$ cat config.mk
export PLATFORM = sky130hd
export DESIGN_NAME = seq_mult_arbiter
export DESIGN_NICKNAME = d
export VERILOG_FILES = /design/src/rtl/seq_mult_pkg.sv /design/src/rtl/seq_mult_core.sv /design/src/rtl/seq_mult_arbiter.sv
export SDC_FILE = /design/constraint.sdc
export NUM_CORES = 1
export LEC_CHECK = 0
export ABC_AREA = 1
export BUFFER_PORTS_ARGS = -buffer_cell sky130_fd_sc_hd__clkbuf_2
export CAP_MARGIN = 25
export CORE_MARGIN = 10
export CORE_UTILIZATION = 63
export CTS_BUF_LIST = sky130_fd_sc_hd__clkbuf_8
export DETAILED_ROUTE_END_ITERATION = 12
export PLACE_DENSITY_LB_ADDON = 0.25
export REMOVE_ABC_BUFFERS = 1
export SETUP_SLACK_MARGIN = 0.1
export SKIP_LAST_GASP = 1
export SYNTH_ARGS = -nofsm -noshare
export SYNTH_HDL_FRONTEND = slang
export SYNTH_SLANG_ARGS = --single-unit
$ cat constraint.sdc
create_clock -name clk -period 4.1 [get_ports clk]
set_clock_uncertainty 0.15 [all_clocks]
set_input_delay 0.615 -clock clk [delete_from_list [all_inputs] [get_ports clk]]
set_output_delay 0.615 -clock clk [all_outputs]
set_load 0.01 [all_outputs]
$ cat src/rtl/seq_mult_pkg.sv
// Shared types and constants for the sequential multiplier arbiter.
package seq_mult_pkg;

  localparam int unsigned WIDTH_DEF = 6;

  typedef enum logic [1:0] {
    ST_IDLE = 2'd0,
    ST_RUN  = 2'd1,
    ST_DONE = 2'd2
  } state_e;

endpackage : seq_mult_pkg

$ cat src/rtl/seq_mult_core.sv
// Shift-add multiplier datapath: one multiplier bit per cycle, LSB first, after a start pulse.
module seq_mult_core
  import seq_mult_pkg::*;
#(
  parameter int unsigned WIDTH = WIDTH_DEF
) (
  input  logic                 clk,
  input  logic                 rst,
  input  logic                 start,
  input  logic [WIDTH-1:0]     a_in,
  input  logic [WIDTH-1:0]     b_in,
  output logic                 done_c,
  output logic [2*WIDTH-1:0]   result_c
);

  localparam int unsigned PW    = 2 * WIDTH;
  localparam int unsigned CNT_W = (WIDTH > 1) ? $clog2(WIDTH) : 1;

  logic [WIDTH-1:0] a_q, a_d;
  logic [WIDTH-1:0] b_q, b_d;
  logic [PW-1:0]    acc_q, acc_d;
  logic [CNT_W-1:0] cnt_q, cnt_d;
  logic             active_q, active_d;
  logic [PW-1:0]    addend;
  logic [PW-1:0]    acc_sum;

  always_ff @(posedge clk) begin
    if (rst) begin
      a_q      <= '0;
      b_q      <= '0;
      acc_q    <= '0;
      cnt_q    <= '0;
      active_q <= 1'b0;
    end else begin
      a_q      <= a_d;
      b_q      <= b_d;
      acc_q    <= acc_d;
      cnt_q    <= cnt_d;
      active_q <= active_d;
    end
  end

  // acc_sum is the accumulator after the current bit, so the final product is available combinationally
  always_comb begin
    a_d      = a_q;
    b_d      = b_q;
    acc_d    = acc_q;
    cnt_d    = cnt_q;
    active_d = active_q;
    addend   = b_q[cnt_q] ? (PW'(a_q) << cnt_q) : '0;
    acc_sum  = acc_q + addend;
    done_c   = active_q && (cnt_q == CNT_W'(WIDTH - 1));
    result_c = acc_sum;

    if (start) begin
      a_d      = a_in;
      b_d      = b_in;
      acc_d    = '0;
      cnt_d    = '0;
      active_d = 1'b1;
    end else if (active_q) begin
      acc_d = acc_sum;
      if (done_c) begin
        cnt_d    = '0;
        active_d = 1'b0;
      end else begin
        cnt_d = cnt_q + CNT_W'(1);
      end
    end
  end

endmodule : seq_mult_core

$ cat src/rtl/seq_mult_arbiter.sv
// Two-requester arbiter in front of a shared sequential multiplier.
// Define SEQ_MULT_ARB_RR_EN for round-robin arbitration; default is fixed priority (requester 0 wins).
module seq_mult_arbiter
  import seq_mult_pkg::*;
#(
  parameter int unsigned WIDTH = WIDTH_DEF
) (
  input  logic                 clk,
  input  logic                 rst,
  input  logic                 req0,
  input  logic                 req1,
  input  logic [WIDTH-1:0]     a0,
  input  logic [WIDTH-1:0]     b0,
  input  logic [WIDTH-1:0]     a1,
  input  logic [WIDTH-1:0]     b1,
  output logic                 gnt0,
  output logic                 gnt1,
  output logic                 busy,
  output logic                 done,
  output logic                 done_id,
  output logic [2*WIDTH-1:0]   product
);

  localparam int unsigned PW = 2 * WIDTH;

  state_e        state_q, state_d;
  logic          gnt0_q, gnt0_d;
  logic          gnt1_q, gnt1_d;
  logic          busy_q, busy_d;
  logic          done_q, done_d;
  logic          done_id_q, done_id_d;
  logic [PW-1:0] product_q, product_d;
  logic          owner_q, owner_d;
  logic          last_owner_q, last_owner_d;

  logic             pick_c;
  logic             start_c;
  logic [WIDTH-1:0] a_sel_c;
  logic [WIDTH-1:0] b_sel_c;
  logic             core_done_c;
  logic [PW-1:0]    core_result_c;

  seq_mult_core #(.WIDTH(WIDTH)) u_core (
    .clk      (clk),
    .rst      (rst),
    .start    (start_c),
    .a_in     (a_sel_c),
    .b_in     (b_sel_c),
    .done_c   (core_done_c),
    .result_c (core_result_c)
  );

  always_ff @(posedge clk) begin
    if (rst) begin
      state_q      <= ST_IDLE;
      gnt0_q       <= 1'b0;
      gnt1_q       <= 1'b0;
      busy_q       <= 1'b0;
      done_q       <= 1'b0;
      done_id_q    <= 1'b0;
      product_q    <= '0;
      owner_q      <= 1'b0;
      last_owner_q <= 1'b1;
    end else begin
      state_q      <= state_d;
      gnt0_q       <= gnt0_d;
      gnt1_q       <= gnt1_d;
      busy_q       <= busy_d;
      done_q       <= done_d;
      done_id_q    <= done_id_d;
      product_q    <= product_d;
      owner_q      <= owner_d;
      last_owner_q <= last_owner_d;
    end
  end

  // Owner selection when at least one request is high
  always_comb begin
`ifdef SEQ_MULT_ARB_RR_EN
    pick_c = (req0 && req1) ? ~last_owner_q : req1;
`else
    pick_c = ~req0;
`endif
    a_sel_c = pick_c ? a1 : a0;
    b_sel_c = pick_c ? b1 : b0;
  end

  always_comb begin
    state_d      = state_q;
    gnt0_d       = 1'b0;
    gnt1_d       = 1'b0;
    done_d       = 1'b0;
    done_id_d    = done_id_q;
    product_d    = product_q;
    owner_d      = owner_q;
    last_owner_d = last_owner_q;
    start_c      = 1'b0;

    case (state_q)
      ST_IDLE: begin
        if (req0 || req1) begin
          start_c      = 1'b1;
          owner_d      = pick_c;
          last_owner_d = pick_c;
          gnt0_d       = ~pick_c;
          gnt1_d       = pick_c;
          state_d      = ST_RUN;
        end
      end
      ST_RUN: begin
        if (core_done_c) begin
          product_d = core_result_c;
          done_d    = 1'b1;
          done_id_d = owner_q;
          state_d   = ST_DONE;
        end
      end
      ST_DONE: state_d = ST_IDLE;
      default: state_d = ST_IDLE;
    endcase

    busy_d = (state_d != ST_IDLE);
  end

  assign gnt0    = gnt0_q;
  assign gnt1    = gnt1_q;
  assign busy    = busy_q;
  assign done    = done_q;
  assign done_id = done_id_q;
  assign product = product_q;

endmodule : seq_mult_arbiter

# --- Yosys cells after proc, flatten, opt, wreduce, memory -nomap -nowiden ---
# Cells that the tools add are included.
# Widths: inputs -> output; s select.
totals:
  regBits: 48
  out_inout_bits: 17
  in_bits: 28
op_classes:
  eq_ne: 2
  addsub: 2
  n_mux: 15
  order_cmp: 1
  n_shift: 1
  bitwise_logic: 4
  n_reduce_logical: 9
ops:
  columns: ["op", "count"]
  rows:
  - ["$add 12x12->12", 1]
  - ["$mux 12", 1]
  - ["$mux 6", 2]
  - ["$shl 6x3->12", 1]
  - ["$mux 1", 7]
  - ["$lt 3x4->1 const B", 1]
  - ["$mux 2", 2]
  - ["$not 1->1", 4]
  - ["$pmux 2 s2", 1]
  - ["$reduce_and 2->1", 2]
  - ["$reduce_or 2->1", 2]
  - ["$add 3x1->3 const B", 1]
  - ["$bmux 1 s3", 1]
  - ["$eq 3x3->1 const B", 1]
  - ["$mux 3", 1]
  - ["$reduce_or 3->1", 1]
  - ["$eq 2x1->1 const B", 1]
  - ["$logic_not 2->1", 1]
  - ["$reduce_bool 2->1", 1]
  - ["$logic_and 1x1->1", 1]
  - ["$logic_or 1x1->1", 1]

# --- Logic depth before layout (Yosys ltp) ---
# Gate-level depths: netlist of the first run.
depth:
  depth_word: 5
  depth_mapped: 19

# --- By module ---
# A second synthesis of the first run with hierarchy kept.
hier_totals:
  cells_unflattened: 482
  hier_area_um2: 2984.1
modules_own_cells:
  columns: ["module", "seq_area_each_um2", "area_each_um2", "cells_per_inst", "instances"]
  rows:
  - ["seq_mult_core", 560.5, 2072.0, 336, 1]
  - ["seq_mult_arbiter", 400.4, 912.1, 146, 1]

# --- Worst setup path after synthesis of the first run ---
# OpenSTA, ideal clock, no wires.
synth_path:
  path_kind: "register -> register"
  startpoint: "reg u_core.cnt_q[0]"
  endpoint: "reg u_core.acc_q[6]"
  setup_ps: 109
  path_stages_with_launch: 15
  t_arrival_ps: 2173
  path_slack_ps: 1669
  period_less_slack_ps: 2431
  path_cell_list: "dfxtp_1 inv_2 o21ai_1 a21oi_2 nor2_2 nor2_1 ha_1 fa_1 nand3_1 nand3_1 a21oi_1 or2_1 nand3_1 nand2_1 inv_1"
synth_between:
  elab_chain_len: 4
  elab_cells_between_ends: 5
synth_rtl:
  columns: ["item", "line", "text"]
  rows:
  - ["start, declared", "seq_mult_core.sv:22", "logic [CNT_W-1:0] cnt_q, cnt_d;"]
  - ["start signal, assigned", "seq_mult_core.sv:38", "cnt_q <= cnt_d;"]
  - ["$bmux 1 s3", "seq_mult_core.sv:50", "addend = b_q[cnt_q] ? (PW'(a_q) << cnt_q) : '0;"]
  - ["$mux 1 (implied by the code)", "seq_mult_core.sv:50", null]
  - ["$mux 12 *", "seq_mult_core.sv:50", null]
  - ["$add 12x12->12 *", "seq_mult_core.sv:51", "acc_sum = acc_q + addend;"]
  - ["end signal, assigned", "seq_mult_core.sv:31", "acc_q <= '0;"]
  - ["end signal, assigned", "seq_mult_core.sv:37", "acc_q <= acc_d;"]
  - ["end, declared", "seq_mult_core.sv:21", "logic [PW-1:0] acc_q, acc_d;"]
# Every way passes the cells marked *; elsewhere a longest branch is shown, timed or not. The select of a mux whose other input is x is not followed.
# A chain may end at the register's enable or synchronous reset.

# --- Worst setup path in the final report of the first run ---
layout_path:
  startpoint: "reg u_core.cnt_q[0]"
  endpoint: "reg product_q[6], in the netlist product[6]"
layout_between:
  elab_chain_len: 4
  elab_cells_between_ends: 8
layout_rtl:
  columns: ["item", "line", "text"]
  rows:
  - ["$bmux 1 s3", "seq_mult_core.sv:50", null]
  - ["$mux 1 (implied by the code)", "seq_mult_core.sv:50", null]
  - ["$mux 12", "seq_mult_core.sv:50", null]
  - ["$add 12x12->12", "seq_mult_core.sv:51", null]
  - ["end signal, assigned", "seq_mult_arbiter.sv:71", "product_q <= product_d;"]
  - ["end, declared", "seq_mult_arbiter.sv:32", "logic [PW-1:0] product_q, product_d;"]
# Several ways; a longest one is shown, not always the timed one. The select of a mux whose other input is x is not followed.

==> impl_results.md, run 1 <==
- Status: completed
- FF-to-FF path depth: 14
- # rows: 24
- CTS clock-pin slew for the worst setup and hold paths: 90 ps
- Async SR Flop Fraction: 0%
- Layout fillers: 380
- Pre-CTS WS: 1190 ps
- Residual DRC count: 0
- Area leader, netlist: dfxtp_1
- Yosys reg bits: 48
- Cell Pwr Density: 332 nW/um2
- DRT Wirelength: 6320 um
- Clk_lat worst skew: 310 ps
- Iter 0 DRT Violations: 98
- Layout cell share with drive strength beyond 1: 14.2%
- DP HPWL: 4930 um
- Final Hold Violating Endpoints: 0
- CP max FO: 16
- Cell count after synthesis: 426
- Metal3 WL: 288 um
- Placer Congestion: 0.940
- Reg-to-reg startpoint: u_core.cnt_q[0]$_SDFFE_PP0P_
- Setup Fix Bufs, Post-CTS: 0
- Most common cell after layout, fill and taps aside: nand2_1
- CTS Sinks: 48
- Cts hold-fix bufs: 0
- Multi-input gate area: 1460 um2
- Critical path class: flop to flop
- Area fraction of the dominant cell type after synthesis: 34.8%
- Prevailing post-synth register cell: dfxtp_1
- Antenna cells: 0
- Worst hold path class: flop to flop
- Final ANT Viol Nets: 0
- Post-route clock period utilization: 72.6%
- CP Capture Type: flop
- Register Area: 961 um2
- Slew HR: 41.7%
- CP arrival: 3050 ps
- Pleak: 1.67 nW
- Vias in the first global route: 2560
- Total global routing overflow: 0
- Hold Path Cell Cnt: 2
- Total track usage: 17.6%
- First-pass DRT Iterations: 4
- EDFF count, synth: 0
- CTS resizes: 0
- FMAX: 336 MHz
- Final setup fails: 0
- Post-Syn Area: 2770 um2
- IO Pins: 45
- CTS Buf Count: 5
- Reg-to-Reg End: product[6]$_SDFFE_PP0P_
- Worst endpoint required time: 4170 ps
- First-pass GRT wire length: 11000 um
- Most frequent cells in the layout: nand2_1, inv_1, nor2_1
- CTS H-Tree Depth: 2
- Syn avg cell area: 6.49 um2
- Ys Warns: 0
- Layout net count: 507
- Min cycle time layout: 2980 ps
- Synth area leaders: dfxtp_1, nand2_1, inv_1, nor2_1, ha_1
- Die area: 7440 um2
- Seq/Total Area, Yosys: 34.8%
- Max-cap violations: 0
- Initial Utilization: 64.4%
- Final slew viol count: 0
- Met1 WL: 2750 um
- Least-Margin Pin Slew: 873 ps
- Max VDD drop: 0.000293 V
- RSZ-0062 raised after global routing: false
- Worst reg2reg setup slack: 1120 ps
- Wire per inst: 12.2 um
- Unique masters post-synth: 33
- Nature of the critical path startpoint: flop
- Die height: 86.3 um
- Worst Hold Endpoint: done_id$_SDFFE_PP0P_
- Final setup TNS: 0 ps
- Area grow syn2layout: 11.6%
- Via count: 2611
- Vias/cell: 5.04
- Core area: 4290 um2
- Top routing layer used: met4
- Pin count of the biggest net entering global routing: 25
- Root Buffer: clkbuf_8
- Port Buffer Count: 44
- Longest Clk Path Bufs: 2
- Die Span X: 86.3 um
- Hold Crit Start: owner_q$_SDFFE_PP0P_
- CTS tree: built
- Initial antenna violation count: 0
- Final WS setup: 1120 ps
- Met2 wire length: 3190 um
[critical path, stage by stage, from the launching register on]
cell and delay [ps]:
dfxtp_1 620, inv_2 140, nor2_1 150, nor4_2 60
nor2_2 230, nor2_1 70, ha_1 230, fa_1 440
nand3_1 100, nand3_1 130, a21oi_1 210, or2_1 150
nand3_1 70, nand2_1 80, inv_1 40
[cells by family (layout without fill, tap and decap cells)]
| family | count (synthesis) | count (layout) | share of synthesized area, % |
|---|---|---|---|
| compound gates | 54 | 54 | 11.0 |
| buf+inv | 81 | 121 | 12.4 |
| flops | 48 | 48 | 34.8 |
| fa+ha+maj | 14 | 14 | 6.61 |
| xor+xnor | 5 | 5 | 1.58 |
| simple gates | 224 | 224 | 33.7 |
[stage by stage]
step	area [um2]	instances	util, %	hold WS, ps	total power, mW
after floorplan	2680	413	-	274	0.630
after global placement	2970	510	69.2	287	0.680
after detailed placement	2970	510	69.2	291	0.682
after CTS	3090	518	71.9	307	1.03
after global routing	3090	518	71.9	319	1.08
final	3090	518	71.9	304	1.03
[power by group]
group / total [mW] / internal, mW / switching [mW]
clock: 0.352 / 0.184 / 0.169
combinational: 0.157 / 0.0589 / 0.0976
sequential: 0.517 / 0.492 / 0.0242
total: 1.03 / 0.735 / 0.290
[registers in the layout (all words and copies together), names as in the netlist]
signal / count
busy: 1
done: 1
done_id: 1
gnt0: 1
gnt1: 1
owner_q: 1
product: 12
state_q: 2
u_core.a_q: 6
u_core.acc_q: 12
u_core.active_q: 1
u_core.b_q: 6
u_core.cnt_q: 3
[cell type report]
type                            count  area share, %
Multi-Input combinational cell    297           47.4
Timing Repair Buffer               45           7.38
Clock buffer                        5           2.23
Inverter                           68           8.27
Clock inverter                      3           1.50
Tap cell                           52           2.11
Sequential cell                    48           31.1
[worst max-delay path by stage]
stage | from | to | slack, ps | cells past startpoint
6_report | u_core.cnt_q[0]$_SDFFE_PP0P_ | product[6]$_SDFFE_PP0P_ | 1120 | 14
5_1_grt | u_core.cnt_q[0]$_SDFFE_PP0P_ | product[6]$_SDFFE_PP0P_ | 820 | 14
4_1_cts | u_core.cnt_q[0]$_SDFFE_PP0P_ | u_core.acc_q[6]$_SDFFE_PP0P_ | 1150 | 14
3_5_place_dp | u_core.cnt_q[0]$_SDFFE_PP0P_ | u_core.acc_q[6]$_SDFFE_PP0P_ | 1190 | 14
3_3_place_gp | u_core.cnt_q[0]$_SDFFE_PP0P_ | u_core.acc_q[6]$_SDFFE_PP0P_ | 1300 | 14
2_1_floorplan | u_core.cnt_q[0]$_SDFFE_PP0P_ | u_core.acc_q[6]$_SDFFE_PP0P_ | 1490 | 14
[synthesized netlist by cell type (all sizes together) (3+ instances only)]
cell type and instances:
dfxtp 48, inv 67, a21oi 16, nor2 57, buf 11, xor2 3, nor3 3, o21ai 25
nand2 126, nand4 3, ha 13, o211ai 6, nand3 31
[metal layers]
metal / global-route usage [%] / up-vias
li1: - / 1403
met3: 4.22 / 8
met2: 31.7 / 43
met4: 6.04 / 0
met1: 19.7 / 1157
met5: 0 / -
Power figures use the tool's default switching activity.
==> inputs of run 2 (changes only) <==
Settings changed: CORE_UTILIZATION 63 to 53.
Clock period 4.1 ns to 2.6 ns, I/O delays scaled along.
==> impl_results.md, run 2 (synthesized netlist as in run 1, its figures left out) <==
- Status: completed (unchanged)
- Least-Margin Pin Slew: 423 ps (was 873 ps)
- CTS Sinks: 48 (unchanged)
- Post-route clock period utilization: 96.4% (was 72.6%)
- Layout cell share with drive strength beyond 1: 27.1% (was 14.2%)
- Max VDD drop: 0.000276 V (was 0.000293 V)
- DRT Wirelength: 6870 um (was 6320 um)
- Clk_lat worst skew: 310 ps (about the same)
- Slew HR: 71.7% (was 41.7%)
- Antenna cells: 0 (unchanged)
- Met3 GRT Util: 4.07% (was 4.22%)
- Residual DRC count: 0 (unchanged)
- Die height: 92.2 um (was 86.3 um)
- # rows: 26 (was 24)
- RSZ-0062 raised after global routing: true (was false)
- Grt peak-use layer: met2 (unchanged)
- DP HPWL: 4910 um (was 4930 um)
- Hold slack final: 122 ps (was 304 ps)
- Vias in the first global route: 2538 (was 2560)
- CP Buf/Inv Count: 2 (unchanged)
- Min cycle time layout: 2510 ps (was 2980 ps)
- Die Span X: 92.2 um (was 86.3 um)
- Via count: 2722 (was 2611)
- Pre-CTS WS: 3.40 ps (was 1190 ps)
- Layout net count: 520 (was 507)
- CP arrival: 2560 ps (was 3050 ps)
- CTS Buf Count: 5 (unchanged)
- Slowest stage cell, crit path: dfxtp_4 (was dfxtp_1)
- Initial Utilization: 54.5% (was 64.4%)
- Cell Pwr Density: 469 nW/um2 (was 332 nW/um2)
- Dpl cells: 536 (was 510)
- Worst hold path class: input pin to flop (was flop to flop)
- Most common cell after layout, fill and taps aside: nand2_1 (unchanged)
- Final slew viol count: 0 (unchanged)
- Area grow syn2layout: 24.7% (was 11.6%)
- Cts hold-fix bufs: 0 (unchanged)
- Overall Power: 1.62 mW (was 1.03 mW)
- Final setup TNS: 0 ps (unchanged)
- CTS H-Tree Depth: 2 (unchanged)
- First-pass DRT Iterations: 4 (unchanged)
- Total global routing overflow: 0 (unchanged)
- CTS tree: built (unchanged)
- Root Buffer: clkbuf_8 (unchanged)
- CP Capture Type: flop (unchanged)
- Wire per inst: 12.5 um (was 12.2 um)
- Most frequent cells in the layout: nand2_1, inv_1, nor2_1 (unchanged)
- Critical path class: flop to flop (unchanged)
- Final Hold Violating Endpoints: 0 (unchanged)
- Worst endpoint required time: 2660 ps (was 4170 ps)
- IO Pins: 45 (unchanged)
- Placer Congestion: 0.907 (was 0.940)
- First-pass GRT wire length: 11000 um (about the same)
- Longest Clk Path Bufs: 2 (unchanged)
- Initial antenna violation count: 0 (unchanged)
- Cell mode on critical path: nand3_2 (was nand3_1)
- Total track usage: 15.3% (was 17.6%)
- Core area: 5070 um2 (was 4290 um2)
- Pin count of the biggest net entering global routing: 24 (was 25)
- Met2 GRT Util: 25.9% (was 31.7%)
- Met1 Track Usage GR: 18.5% (was 19.7%)
- CP peak stage delay: 380 ps (was 620 ps)
- Max-cap violations: 0 (unchanged)
- Vias/cell: 4.96 (was 5.04)
- FMAX: 399 MHz (was 336 MHz)
- CP max FO: 6 (was 16)
- Final ANT Viol Nets: 0 (unchanged)
- Iter 0 DRT Violations: 204 (was 98)
- Crit path max-delay family: adder cells (was simple AND/OR/NAND/NOR gates)
- Worst path cell trace: o211ai_1, a21oi_2, nor2_4, nor2_2, ha_2, fa_2, nand3_2, nand3_2, buf_4, xor2_1, o21ai_1, inv_1 (was inv_2, nor2_1, nor4_2, nor2_2, nor2_1, ha_1, fa_1, nand3_1, nand3_1, a21oi_1, or2_1, nand3_1, nand2_1, inv_1)
- Layout Cells excl Fill: 549 (was 518)
- Die area: 8510 um2 (was 7440 um2)
- Port Buffer Count: 44 (unchanged)
- Final WS setup: 93.1 ps (was 1120 ps)
- Final setup fails: 0 (unchanged)
- Pleak: 1.74 nW (was 1.67 nW)
- CTS clock-pin slew for the worst setup and hold paths: 90 ps (about the same)
- Nature of the critical path startpoint: flop (unchanged)
-- run 2: metrics by stage --
stage | instance area (um2) | util [%]
final | 3450 | 67.9
after detailed placement | 3050 | 60.2
after global placement | 3050 | 60.2
after CTS | 3170 | 62.5
after floorplan | 2680 | -
after global routing | 3450 | 67.9
-- run 2: timing repair --
action | 4_1_cts | 5_1_grt
setup buffers | 1 | 4
hold endpoints to repair | 0 | 0
gates resized for setup | 5 | 68
pin swaps | 1 | 15
setup endpoints to repair | 15 | 18
-- run 2: worst paths after layout --
check,startpoint,endpoint,depth (start not counted),slack [ps]
setup / recovery,u_core.cnt_q[0]$_SDFFE_PP0P_,u_core.acc_q[4]$_SDFFE_PP0P_,12,90
hold reg to reg,owner_q$_SDFFE_PP0P_,done_id$_SDFFE_PP0P_,2,310
setup reg to reg,u_core.cnt_q[0]$_SDFFE_PP0P_,u_core.acc_q[4]$_SDFFE_PP0P_,12,90
hold / removal,b0[1],u_core.b_q[1]$_SDFFE_PP0P_,3,120
-- run 2: per-layer routing --
metal  share of wire, %  wire length (um)
met2                 47              3260
met4                1.2                85
met3                5.0               347
met1                 46              3180
met5                  0                 0
-- run 2: worst register-to-register path: cells and delay by family, from the launching register on --
family	cells	cell delay (ps)
simple gates	4	510
flops	1	380
buf+inv	2	220
compound gates	3	450
xor+xnor	1	160
fa+ha+maj	2	560
-- run 2: cell type report --
| cell class | instances | area, um2 |
|---|---|---|
| clock buffers | 6 | 82.6 |
| clock inverters | 2 | 13.8 |
| fillers | 453 | 1630 |
| inverters | 68 | 260 |
| multi-input cells | 297 | 1710 |
| flip-flops and latches | 48 | 966 |
| well taps | 70 | 87.6 |
| repair buffers | 58 | 325 |
-- run 2: power by group --
group          switching, mW  internal, mW
Clock                  0.263         0.218
Combinational          0.202         0.128
Sequential            0.0286         0.777
==> inputs of run 3 (changes only) <==
Settings changed: SETUP_SLACK_MARGIN 0.1 to 0.02.
Clock period 2.6 ns to 2.2 ns, I/O delays scaled along.
==> impl_results.md, run 3 (synthesized netlist as in run 1, its figures left out) <==
- Status: finished, violations left (was completed)
- Failing checks: setup timing
- First-pass GRT wire length: 12900 um (was 11000 um)
- Final setup fails: 20 (was 0)
- Total track usage: 17.8% (was 15.3%)
- Layout fillers: 396 (was 453)
- Area after DPL: 3230 um2 (was 3050 um2)
- Worst Hold Endpoint: u_core.b_q[2]$_SDFFE_PP0P_ (was u_core.b_q[1]$_SDFFE_PP0P_)
- Layout Cells excl Fill: 569 (was 549)
- Nature of the critical path startpoint: flop (unchanged)
- Root Buffer: clkbuf_8 (unchanged)
- Layout net count: 540 (was 520)
- Worst hold path class: input pin to flop (unchanged)
- Final ANT Viol Nets: 0 (unchanged)
- Post-route clock period utilization: 114% (was 96.4%)
- Final WS setup: -303 ps (was 93.1 ps)
- Via count: 2960 (was 2722)
- Antenna cells: 0 (unchanged)
- Dpl cells: 558 (was 536)
- Vias in the first global route: 3020 (was 2538)
- Layout cell share with drive strength beyond 1: 33.5% (was 27.1%)
- Critical path class: flop to flop (unchanged)
- Max VDD drop: 0.000349 V (was 0.000276 V)
- Die area: 8510 um2 (unchanged)
- Area grow syn2layout: 33.5% (was 24.7%)
- CTS Buf Count: 5 (unchanged)
- FMAX: 400 MHz (was 399 MHz)
- Worst reg2reg setup slack: -300 ps (was 90 ps)
- Iter 0 DRT Violations: 301 (was 204)
- DP HPWL: 5280 um (was 4910 um)
- Hold Crit Start: b0[2] (was b0[1])
- Wire per inst: 14.1 um (was 12.5 um)
- IO Pins: 45 (unchanged)
- Max-cap violations: 0 (unchanged)
- Final instance area: 3690 um2 (was 3450 um2)
- Final Hold Violating Endpoints: 0 (unchanged)
- Most frequent cells in the layout: nand2_1, inv_1, nor2_1 (unchanged)
- Placer Congestion: 0.907 (unchanged)
- Die height: 92.2 um (unchanged)
- Longest Clk Path Bufs: 2 (unchanged)
- CTS Sinks: 48 (unchanged)
- Hold Path Cell Cnt: 3 (unchanged)
- FF-to-FF path depth: 13 (was 12)
- Least-Margin Pin Slew: 315 ps (was 423 ps)
- Worst endpoint required time: 2270 ps (was 2660 ps)
- Initial antenna violation count: 0 (unchanged)
- Cell Pwr Density: 566 nW/um2 (was 469 nW/um2)
- CTS tree: built (unchanged)
- Reg-to-reg startpoint: u_core.cnt_q[0]$_SDFFE_PP0P_ (unchanged)
- Pleak: 1.87 nW (was 1.74 nW)
- Residual DRC count: 0 (unchanged)
- Total global routing overflow: 0 (unchanged)
- Clk_lat worst skew: 310 ps (about the same)
- First-pass DRT Iterations: 6 (was 4)
- CP arrival: 2570 ps (was 2560 ps)
- Initial Utilization: 54.5% (unchanged)
- Final slew viol count: 0 (unchanged)
- Port Buffer Count: 44 (unchanged)
- Slew HR: 78.9% (was 71.7%)
- CP max FO: 5 (was 6)
- Die Span X: 92.2 um (unchanged)
- DRT Wirelength: 8030 um (was 6870 um)
- Hold slack final: 55.0 ps (was 122 ps)
- CP Capture Type: flop (unchanged)
- # rows: 26 (unchanged)
- Reg-to-Reg End: u_core.acc_q[6]$_SDFFE_PP0P_ (was u_core.acc_q[4]$_SDFFE_PP0P_)
- Core area: 5070 um2 (unchanged)
- Min cycle time layout: 2500 ps (was 2510 ps)
- CTS clock-pin slew for the worst setup and hold paths: 100 ps (was 90 ps)
- Pin count of the biggest net entering global routing: 24 (unchanged)
- Vias/cell: 5.20 (was 4.96)
- CTS H-Tree Depth: 2 (unchanged)
- Most common cell after layout, fill and taps aside: nand2_1 (unchanged)
- RSZ-0062 raised after global routing: true (unchanged)
## run 3: worst max-delay path by stage
stage                                       from                            to  slack [ps]  depth (start not counted)
floorplan           u_core.cnt_q[0]$_SDFFE_PP0P_  u_core.acc_q[6]$_SDFFE_PP0P_        -410                         14
global placement    u_core.cnt_q[0]$_SDFFE_PP0P_  u_core.acc_q[6]$_SDFFE_PP0P_        -380                         14
detailed placement  u_core.cnt_q[0]$_SDFFE_PP0P_  u_core.acc_q[6]$_SDFFE_PP0P_        -430                         14
CTS                 u_core.cnt_q[0]$_SDFFE_PP0P_  u_core.acc_q[6]$_SDFFE_PP0P_        -200                         13
global route        u_core.cnt_q[0]$_SDFFE_PP0P_  u_core.acc_q[7]$_SDFFE_PP0P_        -430                         19
finish              u_core.cnt_q[0]$_SDFFE_PP0P_  u_core.acc_q[6]$_SDFFE_PP0P_        -300                         13
## run 3: critical path, cell delays in order (launching register included)
cell and delay (ps):
dfxtp_4 380, o211ai_1 220, a21oi_2 110, nor2_4 210
nor2_2 70, ha_2 200, fa_2 350, nand3_2 100
nand3_4 100, a21oi_4 140, or2_1 140, nand3_1 90
nand2_1 90, inv_1 50
## run 3: area by class of cell
| class | count | area (um2) | share of cell area, % |
|---|---|---|---|
| Multi-Input combinational cell | 297 | 1770 | 47.9 |
| Sequential cell | 48 | 966 | 26.2 |
| Timing Repair Buffer | 78 | 495 | 13.4 |
| Inverter | 68 | 258 | 6.98 |
| Tap cell | 70 | 87.6 | 2.37 |
| Clock buffer | 5 | 68.8 | 1.86 |
| Clock inverter | 3 | 46.3 | 1.25 |
## run 3: power by group
| part | total (mW) | switching [mW] | internal (mW) |
|---|---|---|---|
| clock network | 0.679 | 0.336 | 0.343 |
| registers | 0.953 | 0.0351 | 0.918 |
| logic | 0.458 | 0.261 | 0.196 |
| total | 2.09 | 0.632 | 1.46 |
## run 3: metrics by stage
stage / util (%) / power (mW) / worst slack (ps) / TNS, ps
after detailed placement: 63.7 / 1.33 / -434 / -6260
after CTS: 70.4 / 2.05 / -202 / -2430
after floorplan: - / 1.17 / -411 / -4830
after global routing: 72.7 / 2.17 / -435 / -6730
final: 72.7 / 2.09 / -303 / -3900
after global placement: 63.7 / 1.32 / -378 / -4870
## run 3: per-layer routing
layer  global-route usage, %  up-vias  wire length [um]
met4                    7.07        0               175
met1                    20.3     1359              3380
met3                    4.07       19               529
met2                    31.2      106              3950
met5                       0        -                 0
li1                        -     1476                 -
## run 3: repair_timing
action                     in CTS  in global routing
setup buffers                   2                  2
gates resized for setup        60                 38
hold buffers                    0                  0
pin swaps                      18                 26
setup endpoints to repair      22                 22
